--- config.mk ---
export PLATFORM = sky130hd
export DESIGN_NAME = bus_counter_register
export DESIGN_NICKNAME = d
export VERILOG_FILES = /design/src/rtl/bus_register_pkg.sv /design/src/rtl/oneHotEncoder.sv /design/src/rtl/bus_counter_register.sv
export SDC_FILE = /design/constraint.sdc
export NUM_CORES = 1
export LEC_CHECK = 0
export BUFFER_PORTS_ARGS = -buffer_cell sky130_fd_sc_hd__buf_2
export CAP_MARGIN = 0
export CORE_ASPECT_RATIO = 0.8
export CORE_MARGIN = 2
export CORE_UTILIZATION = 30
export DETAILED_ROUTE_END_ITERATION = 10
export SLEW_MARGIN = 0
export SYNTH_ARGS = -nofsm -noshare
export SYNTH_HDL_FRONTEND = slang
export SYNTH_SLANG_ARGS = --single-unit
--- constraint.sdc ---
create_clock -name clk -period 5.2 [get_ports clk]
set_input_delay 0 -clock clk [delete_from_list [all_inputs] [get_ports clk]]
set_output_delay 0 -clock clk [all_outputs]
set_load 0.05 [all_outputs]
--- src/rtl/bus_register_pkg.sv ---
// Shared types and helpers for the bus register family.
package bus_register_pkg;

    typedef enum logic [1:0] {
        OP_HOLD,
        OP_LOAD,
        OP_INC,
        OP_DEC
    } reg_op_t;

    // Select width for a lane count; never narrower than one bit.
    function automatic int unsigned sel_width(input int unsigned lane_count);
        return (lane_count <= 1) ? 1 : $clog2(lane_count);
    endfunction

endpackage

--- src/rtl/oneHotEncoder.sv ---
// Request-vector to index encoder; the highest-indexed set bit wins.
module oneHotEncoder #(
    parameter int unsigned INPUT_COUNT = 1,
    parameter int unsigned SEL_W       = 1
) (
    input  logic [INPUT_COUNT-1:0] req_i,
    output logic [SEL_W-1:0]       idx_o,
    output logic                   valid_o
);

    always_comb begin
        idx_o   = '0;
        valid_o = 1'b0;
        for (int unsigned i = 0; i < INPUT_COUNT; i++) begin
            if (req_i[i]) begin
                idx_o   = SEL_W'(i);
                valid_o = 1'b1;
            end
        end
    end

endmodule

--- src/rtl/bus_counter_register.sv ---
// Loadable up/down counter register with gated bus outputs and carry/zero flags.
// Optional load-collision detection is enabled by BUS_COUNTER_REGISTER_COLLISION_EN.
module bus_counter_register
    import bus_register_pkg::*;
#(
    parameter int unsigned       WIDTH         = 8,
    parameter int unsigned       INPUT_COUNT   = 1,
    parameter int unsigned       OUTPUT_COUNT  = 1,
    parameter logic [WIDTH-1:0]  DEFAULT_VALUE = '0
) (
    input  logic                            clk,
    input  logic                            rst,
    input  logic [WIDTH*INPUT_COUNT-1:0]    busInputs,
    input  logic [INPUT_COUNT-1:0]          busReadEnable,
    input  logic [OUTPUT_COUNT-1:0]         busWriteEnable,
    input  logic                            incEnable,
    input  logic                            decEnable,
    output logic [WIDTH*OUTPUT_COUNT-1:0]   busOutputs,
    output logic [WIDTH-1:0]                currentValue,
    output logic                            carryOut,
    output logic                            zeroFlag
`ifdef BUS_COUNTER_REGISTER_COLLISION_EN
    ,
    output logic                            collisionError,
    input  logic                            clearError
`endif
);

    localparam int unsigned SEL_W = sel_width(INPUT_COUNT);

    logic [WIDTH-1:0] state_q, state_d;
    logic             carry_q, carry_d;
    logic [SEL_W-1:0] lane_sel;
    logic             load_req;
    logic [WIDTH-1:0] load_val;
    logic [WIDTH:0]   inc_sum, dec_diff;
    reg_op_t          op;

    oneHotEncoder #(
        .INPUT_COUNT(INPUT_COUNT),
        .SEL_W      (SEL_W)
    ) u_lane_sel (
        .req_i  (busReadEnable),
        .idx_o  (lane_sel),
        .valid_o(load_req)
    );

    always_comb begin
        load_val = '0;
        for (int unsigned i = 0; i < INPUT_COUNT; i++) begin
            if (lane_sel == SEL_W'(i)) begin
                load_val = busInputs[i*WIDTH +: WIDTH];
            end
        end
    end

    always_comb begin
        if (load_req) begin
            op = OP_LOAD;
        end else if (incEnable && !decEnable) begin
            op = OP_INC;
        end else if (decEnable && !incEnable) begin
            op = OP_DEC;
        end else begin
            op = OP_HOLD;
        end
    end

    // MSB of the widened result is the wrap carry / borrow.
    assign inc_sum  = {1'b0, state_q} + (WIDTH+1)'(1);
    assign dec_diff = {1'b0, state_q} - (WIDTH+1)'(1);

    always_comb begin
        state_d = state_q;
        carry_d = carry_q;
        unique case (op)
            OP_LOAD: begin
                state_d = load_val;
                carry_d = 1'b0;
            end
            OP_INC: begin
                state_d = inc_sum[WIDTH-1:0];
                carry_d = inc_sum[WIDTH];
            end
            OP_DEC: begin
                state_d = dec_diff[WIDTH-1:0];
                carry_d = dec_diff[WIDTH];
            end
            default: ;
        endcase
    end

    always_ff @(posedge clk) begin
        if (rst) begin
            state_q <= DEFAULT_VALUE;
            carry_q <= 1'b0;
        end else begin
            state_q <= state_d;
            carry_q <= carry_d;
        end
    end

    always_comb begin
        busOutputs = '0;
        for (int unsigned j = 0; j < OUTPUT_COUNT; j++) begin
            if (busWriteEnable[j]) begin
                busOutputs[j*WIDTH +: WIDTH] = state_q;
            end
        end
    end

    assign currentValue = state_q;
    assign carryOut     = carry_q;
    assign zeroFlag     = (state_q == '0);

`ifdef BUS_COUNTER_REGISTER_COLLISION_EN
    logic collision_q, collision_d;
    logic multi_load;

    assign multi_load = |(busReadEnable & (busReadEnable - INPUT_COUNT'(1)));

    // A fresh collision outranks a same-cycle clear.
    always_comb begin
        collision_d = collision_q;
        if (multi_load || (load_req && (incEnable || decEnable))) begin
            collision_d = 1'b1;
        end else if (clearError) begin
            collision_d = 1'b0;
        end
    end

    always_ff @(posedge clk) begin
        if (rst) begin
            collision_q <= 1'b0;
        end else begin
            collision_q <= collision_d;
        end
    end

    assign collisionError = collision_q;
`endif

endmodule

# Yosys cells after proc, flatten, opt, wreduce, memory -nomap -nowiden
# Cells that the tools add are included.
[op_classes]
n_addsub = 2
n_mul = 0
div = 0
magnitude_cmp = 0
eq_ne = 3
shift = 0
n_mux = 7
bitwise = 0
reduce_logical = 6
[op_table]
columns = ["cell", "count"]
rows = [
  ["$pmux W8 S3", 1],
  ["$add A8 B1 Y9 const B", 1],
  ["$sub A8 B1 Y9 const B", 1],
  ["$logic_not A8 Y1", 1],
  ["$mux W8", 1],
  ["$mux W2", 3],
  ["$eq A2 B2 Y1 const B", 2],
  ["$pmux W1 S3", 1],
  ["$reduce_bool A3 Y1", 1],
  ["$eq A2 B1 Y1 const B", 1],
  ["$logic_and A1 B1 Y1", 2],
  ["$logic_not A1 Y1", 2],
  ["$mux W1", 1],
]
[word_totals]
ff_bits = 9
latch_bits = 0
mem_bits_rw = 0
mem_bits_ro = 0
input_bits = 14
out_inout_bits = 18
elab_cells = 20
n_memories = 0

# Depth between registers and ports, before layout
# Gate-level depths: netlist of run 1.
[depth]
word_depth = 7
mapped_depth = 8
ltp_nobuf = 6

# Hierarchy
# From an unflattened synthesis of run 1, not the netlist that was laid out.
[hier_totals]
cells_unflattened = 123
hier_area_um2 = 899.6
[modules_own_cells]
columns = ["module", "n_inst", "cells_per_inst", "area_per_inst_um2", "seq_area_each_um2"]
rows = [
  ["bus_counter_register", 1, 120, 880.8, 180.2],
  ["oneHotEncoder", 1, 3, 18.8, 0.0],
]

# Worst setup path after synthesis of run 1
# OpenSTA, ideal clock, no wires.
[synth_timing]
path_kind = "register to register"
start = "register state_q[0] (netlist: currentValue[0])"
end = "register state_q[6] (netlist: currentValue[6])"
setup_ns = 0.074
arrival_ns = 1.896
required_ns = 5.126
path_slack_ns = 3.230
path_stages_with_launch = 7
path_buffers = 0
synth_period_minus_slack_ns = 1.970
cell_sequence = "dfxtp_1 -> inv_1 -> ha_1 -> or3b_1 -> or4_1 -> a21o_1 -> a31oi_1"
[synth_via]
elab_chain_len = 2
elab_cells_between_ends = 3
cone_classes = "add/sub (2); mux (1)"
[synth_lines]
columns = ["item", "line_no", "rtl"]
rows = [
  ["start, declared", "bus_counter_register.sv:31", "logic [WIDTH-1:0] state_q, state_d;"],
  ["start signal, assigned", "bus_counter_register.sv:98", "state_q <= state_d;"],
  ["$sub A8 B1 Y9 / $add A8 B1 Y9 (equally long branches)", "bus_counter_register.sv:71, bus_counter_register.sv:70", ""],
  ["$pmux W8 S3 (*)", "bus_counter_register.sv:76", "unique case (op)"],
]
# Every way passes the cells marked *; elsewhere a longest branch is shown, timed or not.
# A chain may end at the register's enable or synchronous reset.

# Worst setup path after layout of run 1
# Same ends and word-level chain as after synthesis.

==> results of run 1 <==
[cell families (layout without fill, tap and decap cells)]
logic type,count (synthesis),count (layout),synth area share
mux,2,2,0.02232
fa+ha+maj,4,4,0.05579
compound gates,37,37,0.2915
xor+xnor,1,1,0.009765
simple gates,53,53,0.3292
flops,9,9,0.2008
buf+inv,20,43,0.09065
[power groups by stage]
| stage | Combinational [uW] | Clock (uW) | Sequential [uW] |
|---|---|---|---|
| floorplan | 75.5 | 0 | 102 |
| global placement | 112 | 0 | 90.5 |
| detailed placement | 114 | 0 | 90.8 |
| CTS | 114 | 87.2 | 89.4 |
| global route | 124 | 91.0 | 91.8 |
| finish | 115 | 84.0 | 89.8 |
[sequential cells by signal (all words and copies together) (netlist names)]
register,cells
currentValue,8
carryOut,1
[cell usage after synthesis (3+ instances only)]
library cell / count
o21ai_0: 8
clkbuf_1: 6
nor2_1: 6
a21o_1: 3
or3_1: 3
buf_2: 5
nor4_1: 3
a21oi_1: 3
a31oi_1: 5
nand2_1: 11
dfxtp_1: 9
ha_1: 4
and2_1: 9
nor3_1: 6
nand3_1: 3
inv_1: 8
[stage by stage]
step	total power [uW]	std cells	hold WS, ns	area [sq um]	util
2_1_floorplan	177.2	126	0.1504	897.1	-
3_3_place_gp	203.0	183	0.2845	1049	0.3734
3_5_place_dp	204.7	183	0.2870	1049	0.3734
4_1_cts	291.0	187	0.03701	1094	0.3895
5_1_grt	306.7	187	0.05501	1094	0.3895
6_report	289.0	187	0.04436	1094	0.3895
[worst max-delay path, stage by stage, from the launching register on]
cell     delay [ns]
dfxtp_1        0.38
inv_1          0.14
ha_1           0.20
or3b_1         0.39
or4_1          0.41
a21o_1         0.20
a31oi_1        0.11
[worst min-delay path by stage]
stage                     cells after the start          from              end  slack, ns
final                                         3  busInputs[6]  currentValue[6]       0.04
after global routing                          3  busInputs[6]  currentValue[6]       0.06
after CTS                                     3  busInputs[6]  currentValue[6]       0.04
after detailed placement                      3  busInputs[6]  currentValue[6]       0.29
after global placement                        3  busInputs[3]  currentValue[3]       0.28
after floorplan                               2  busInputs[0]  currentValue[0]       0.15
[metal layers]
layer,global-route usage,routed length (um)
met5,0,0
met2,0.2818,1263
met3,0.04894,158
met1,0.2125,1289
met4,0.04514,19
[area by class of cell]
type / count / area [sq um] / share of cell area
clock buffer: 4 / 45.04 / 0.04119
inverter: 8 / 30.03 / 0.02746
multi-input combinational: 97 / 635.6 / 0.5812
sequential: 9 / 180.2 / 0.1648
tap: 38 / 47.55 / 0.04348
timing repair buffer: 31 / 155.1 / 0.1419
==> flow_summary.ini, run 1 <==
[power_and_ir_drop]
power.switching_uw = 124.3
clkPwrFrac = 0.291
power_frac_comb = 0.399
p_seq_frac = 0.311
switching_share = 0.4300
power_leakage_uw = 0.0004698
intPower_uw = 164.7
power_density_nw_per_um2 = 264.3
peakVddDrop_mv = 0.1007

[yosys]
syn-cell-area_sq_um = 897.1
synth_top_area_cell = dfxtp_1
yosysWarningCount = 0
yosys-top-cells-area = dfxtp_1 20%, and2_1 6.3%, ha_1 5.6%
ys_seq_area_frac = 0.2008
ys_ff_latch = 9
synth.net_count = 144
ys.flop_type = dfxtp_1
syn_avg_cell_area_sq_um = 7.120
synth_edf_count = 0
yosys.cell_types.count = 41
syn-instance-count = 126
async_reset_ff_frac = 0
synth_top_area_share = 0.2008

[drt]
first_pass_iters = 4
wl_per_cell_um = 14.60
dr.first_iter.drc_count = 44
drt-total-wl_mm = 2.730
antenna_left = 0
num_vias = 1033
drc = 0
viasPerCell = 5.524

[floorplan]
core-area_sq_um = 2808
dieWidth_um = 65.14
die_area_sq_um = 3447
die_y_um = 52.91
rows = 17
io_pins = 32
start_util = 0.3195

[timing]
setup_violations = 0
rsz0062_at_grt = no
finalClockSkew_ns = 0.002868
fin_crit_ns = 1.903
maxSlewHeadroom = 0.4837
setup_tns_ns = 0
hold_violations = 0
worstMarginPinSlew_ns = 0.7716
finalMaxSlewViolations = 0
min_period_over_period = 0.3659
max_freq_ghz = 0.5256
fin_ws_ns = 3.297

[final_layout]
drive_gt1_frac = 0.2349
nets = 168
final_cell_mix = 31 x buf_2, 11 x nand2_1, 9 x and2_1, 9 x dfxtp_1
fillers = 310
diodes = 0
area_growth_pct = 21.90
layout_commonest_cell = buf_2

[worst_setup_path]
r2r.worst_path.cells = 6
rr_startpoint = currentValue[0]
crit_fanout = 10
cp_data_required_time_ns = 5.36
timing.rr.end = currentValue[6]
reg2reg_slack_ns = 3.30
critPathKind = flip-flop to flip-flop
start_kind = flip-flop
crit_start = currentValue[0]
critPathCaptureType = flip-flop
cp-endpoint = currentValue[6]
crit_arrival_ns = 2.07

[clock_network]
post-cts-setup-buffers = 0
htree_levels = 1
insertion_delay_ns = 0.24
cts_tree = yes
cts_buffers = 3
clkSinkCount = 9
cts-resized-gates = 0
cts-root-buf = clkbuf_8
clock_path_buffers = 2
clk_pin_slew_ns = 0.05
hold_buffers = 0

[global_routing]
grtUsageTotal = 0.1682
grt_pass1_vias = 1011
antenna_found_initial = 0
grt_pass1_wl_mm = 4.436
grt_overflow = 0
grt_max_degree = 20

[placed_design]
dp_slack_ns = 3.344
dp_hpwl_mm = 2.036
place_congestion = 0.8672
portBuffers = 31

[worst_hold_path]
hold_class = input port to flip-flop

[run]
cap_violations = 0

[status]
status = finished clean
(Power assumes the default switching activity.)
==> inputs of run 2 (changes only) <==
==> constraint.sdc (replaced) <==
create_clock -name clk -period 1.65 [get_ports clk]
set_input_delay 0 -clock clk [delete_from_list [all_inputs] [get_ports clk]]
set_output_delay 0 -clock clk [all_outputs]
set_load 0.05 [all_outputs]
==> run 2 against run 1 <==
Effect of this change: the run now ends with setup timing left; via count increased by 7.1%; cell count increased by 4.8%; flip-flop and latch count unchanged; global-route usage increased by 1.2 points; non-clock buffer count increased by 9; hold slack got worse by 0.016 ns; setup slack got worse by 3.3 ns; clock skew about the same; critical path type unchanged; critical endpoint unchanged; largest cell class unchanged; largest power group unchanged; highest routed layer unchanged.
==> flow_summary.ini, run 2 (synthesis gave the netlist of run 1 again) <==
[status]
status = finished, violations left
violations = setup timing

[final_layout]
largest_reg_flops = 8
layout_commonest_cell = buf_2
multi_input_area_sq_um = 696.9
nets = 177
fillers = 312
diodes = 0
drive_gt1_frac = 0.3861
final_cell_mix = 31 x buf_2, 11 x nand2_1, 9 x and2_1, 8 x o21ai_0, 8 x buf_4
regArea_sq_um = 191.4
area_growth_pct = 38.21

[timing]
setup_violations = 1
rsz0062_at_grt = yes
hold_violations = 0
min_period_over_period = 1.029
fin_ws_ns = -0.04797
max_freq_ghz = 0.5889
fin_crit_ns = 1.698
finalMaxSlewViolations = 0
maxSlewHeadroom = 0.6699
worstMarginPinSlew_ns = 0.4945
finalClockSkew_ns = 0.002587

[clock_network]
cts-root-buf = clkbuf_8
cts_tree = yes
insertion_delay_ns = 0.24
post-cts-setup-buffers = 0
hold_buffers = 0
clkSinkCount = 9
htree_levels = 1
cts_buffers = 3
clk_pin_slew_ns = 0.05
clock_path_buffers = 2

[drt]
antenna_left = 0
first_pass_iters = 4
viasPerCell = 5.643
dr.first_iter.drc_count = 104
wl_per_cell_um = 15.30
drc = 0
num_vias = 1106
drt-total-wl_mm = 2.998

[worst_setup_path]
crit_arrival_ns = 1.86
start_kind = flip-flop
cp_data_required_time_ns = 1.81
critPathCaptureType = flip-flop
critPathKind = flip-flop to flip-flop
crit_fanout = 3

[global_routing]
grt_max_degree = 18
grt_overflow = 0
grt_pass1_wl_mm = 4.761
grtUsageTotal = 0.1800
grt_pass1_vias = 1032
antenna_found_initial = 0

[floorplan]
core-area_sq_um = 2808
die_y_um = 52.91
io_pins = 32
start_util = 0.3195
die_area_sq_um = 3447
rows = 17
dieWidth_um = 65.14

[placed_design]
place_congestion = 0.8524
dp_slack_ns = -0.01221
portBuffers = 31
dp_hpwl_mm = 2.147

[power_and_ir_drop]
peakVddDrop_mv = 0.2933
power_leakage_uw = 0.0005299
power_density_nw_per_um2 = 792.9
p_total_uw = 983.1

[run]
cap_violations = 0

[worst_hold_path]
hold_class = input port to flip-flop
-- run 2: layer usage --
metal / vias to the layer above / track usage / wire length (um)
met1: 510 / 0.2468 / 1337
met4: 0 / 0.03472 / 38
met3: 5 / 0.04468 / 295
met5: - / 0 / 0
met2: 61 / 0.2887 / 1326
li1: 530 / - / -
-- run 2: worst max-delay path: stages, from the launching register on --
cell	delay, ns
dfxtp_4	0.34
inv_4	0.06
ha_4	0.13
or3b_4	0.37
or4_4	0.43
a21o_1	0.17
a31oi_1	0.11
-- run 2: per-stage QoR --
step | cells | TNS, ns | hold WS [ns] | cell area [sq um] | utilization
finish | 196 | -0.04797 | 0.02817 | 1240 | 0.4416
global route | 196 | -0.1120 | 0.04034 | 1240 | 0.4416
CTS | 196 | -0.02855 | 0.03026 | 1194 | 0.4251
detailed placement | 192 | -0.01221 | 0.2781 | 1145 | 0.4078
global placement | 192 | 0 | 0.2668 | 1145 | 0.4078
floorplan | 126 | -0.06338 | 0.1395 | 925.9 | -
-- run 2: what timing repair did --
item,4_1_cts,5_1_grt
gates resized for setup,1,8
pin swaps,0,0
setup endpoints to repair,1,4
-- run 2: power breakdown --
group,total (uW),switching (uW),internal (uW)
clock,267,98.0,169
combinational,433,274,159
sequential,283,44.5,238
total,983,417,566
-- run 2: final cells by class --
type	instances	share of cell area
Clock buffer	4	0.03633
Inverter	8	0.02624
Multi-Input combinational cell	97	0.5621
Sequential cell	9	0.1544
Tap cell	38	0.03835
Timing Repair Buffer	40	0.1826
-- run 2: path summary, 6_finish.rpt --
kind	start	endpoint	slack (ns)	depth (start not counted)
setup / recovery	currentValue[0]	currentValue[6]	-0.05	6
hold / removal	busInputs[3]	currentValue[3]	0.03	3
setup reg to reg	currentValue[0]	currentValue[6]	-0.05	6
hold reg to reg	currentValue[5]	currentValue[5]	0.60	2
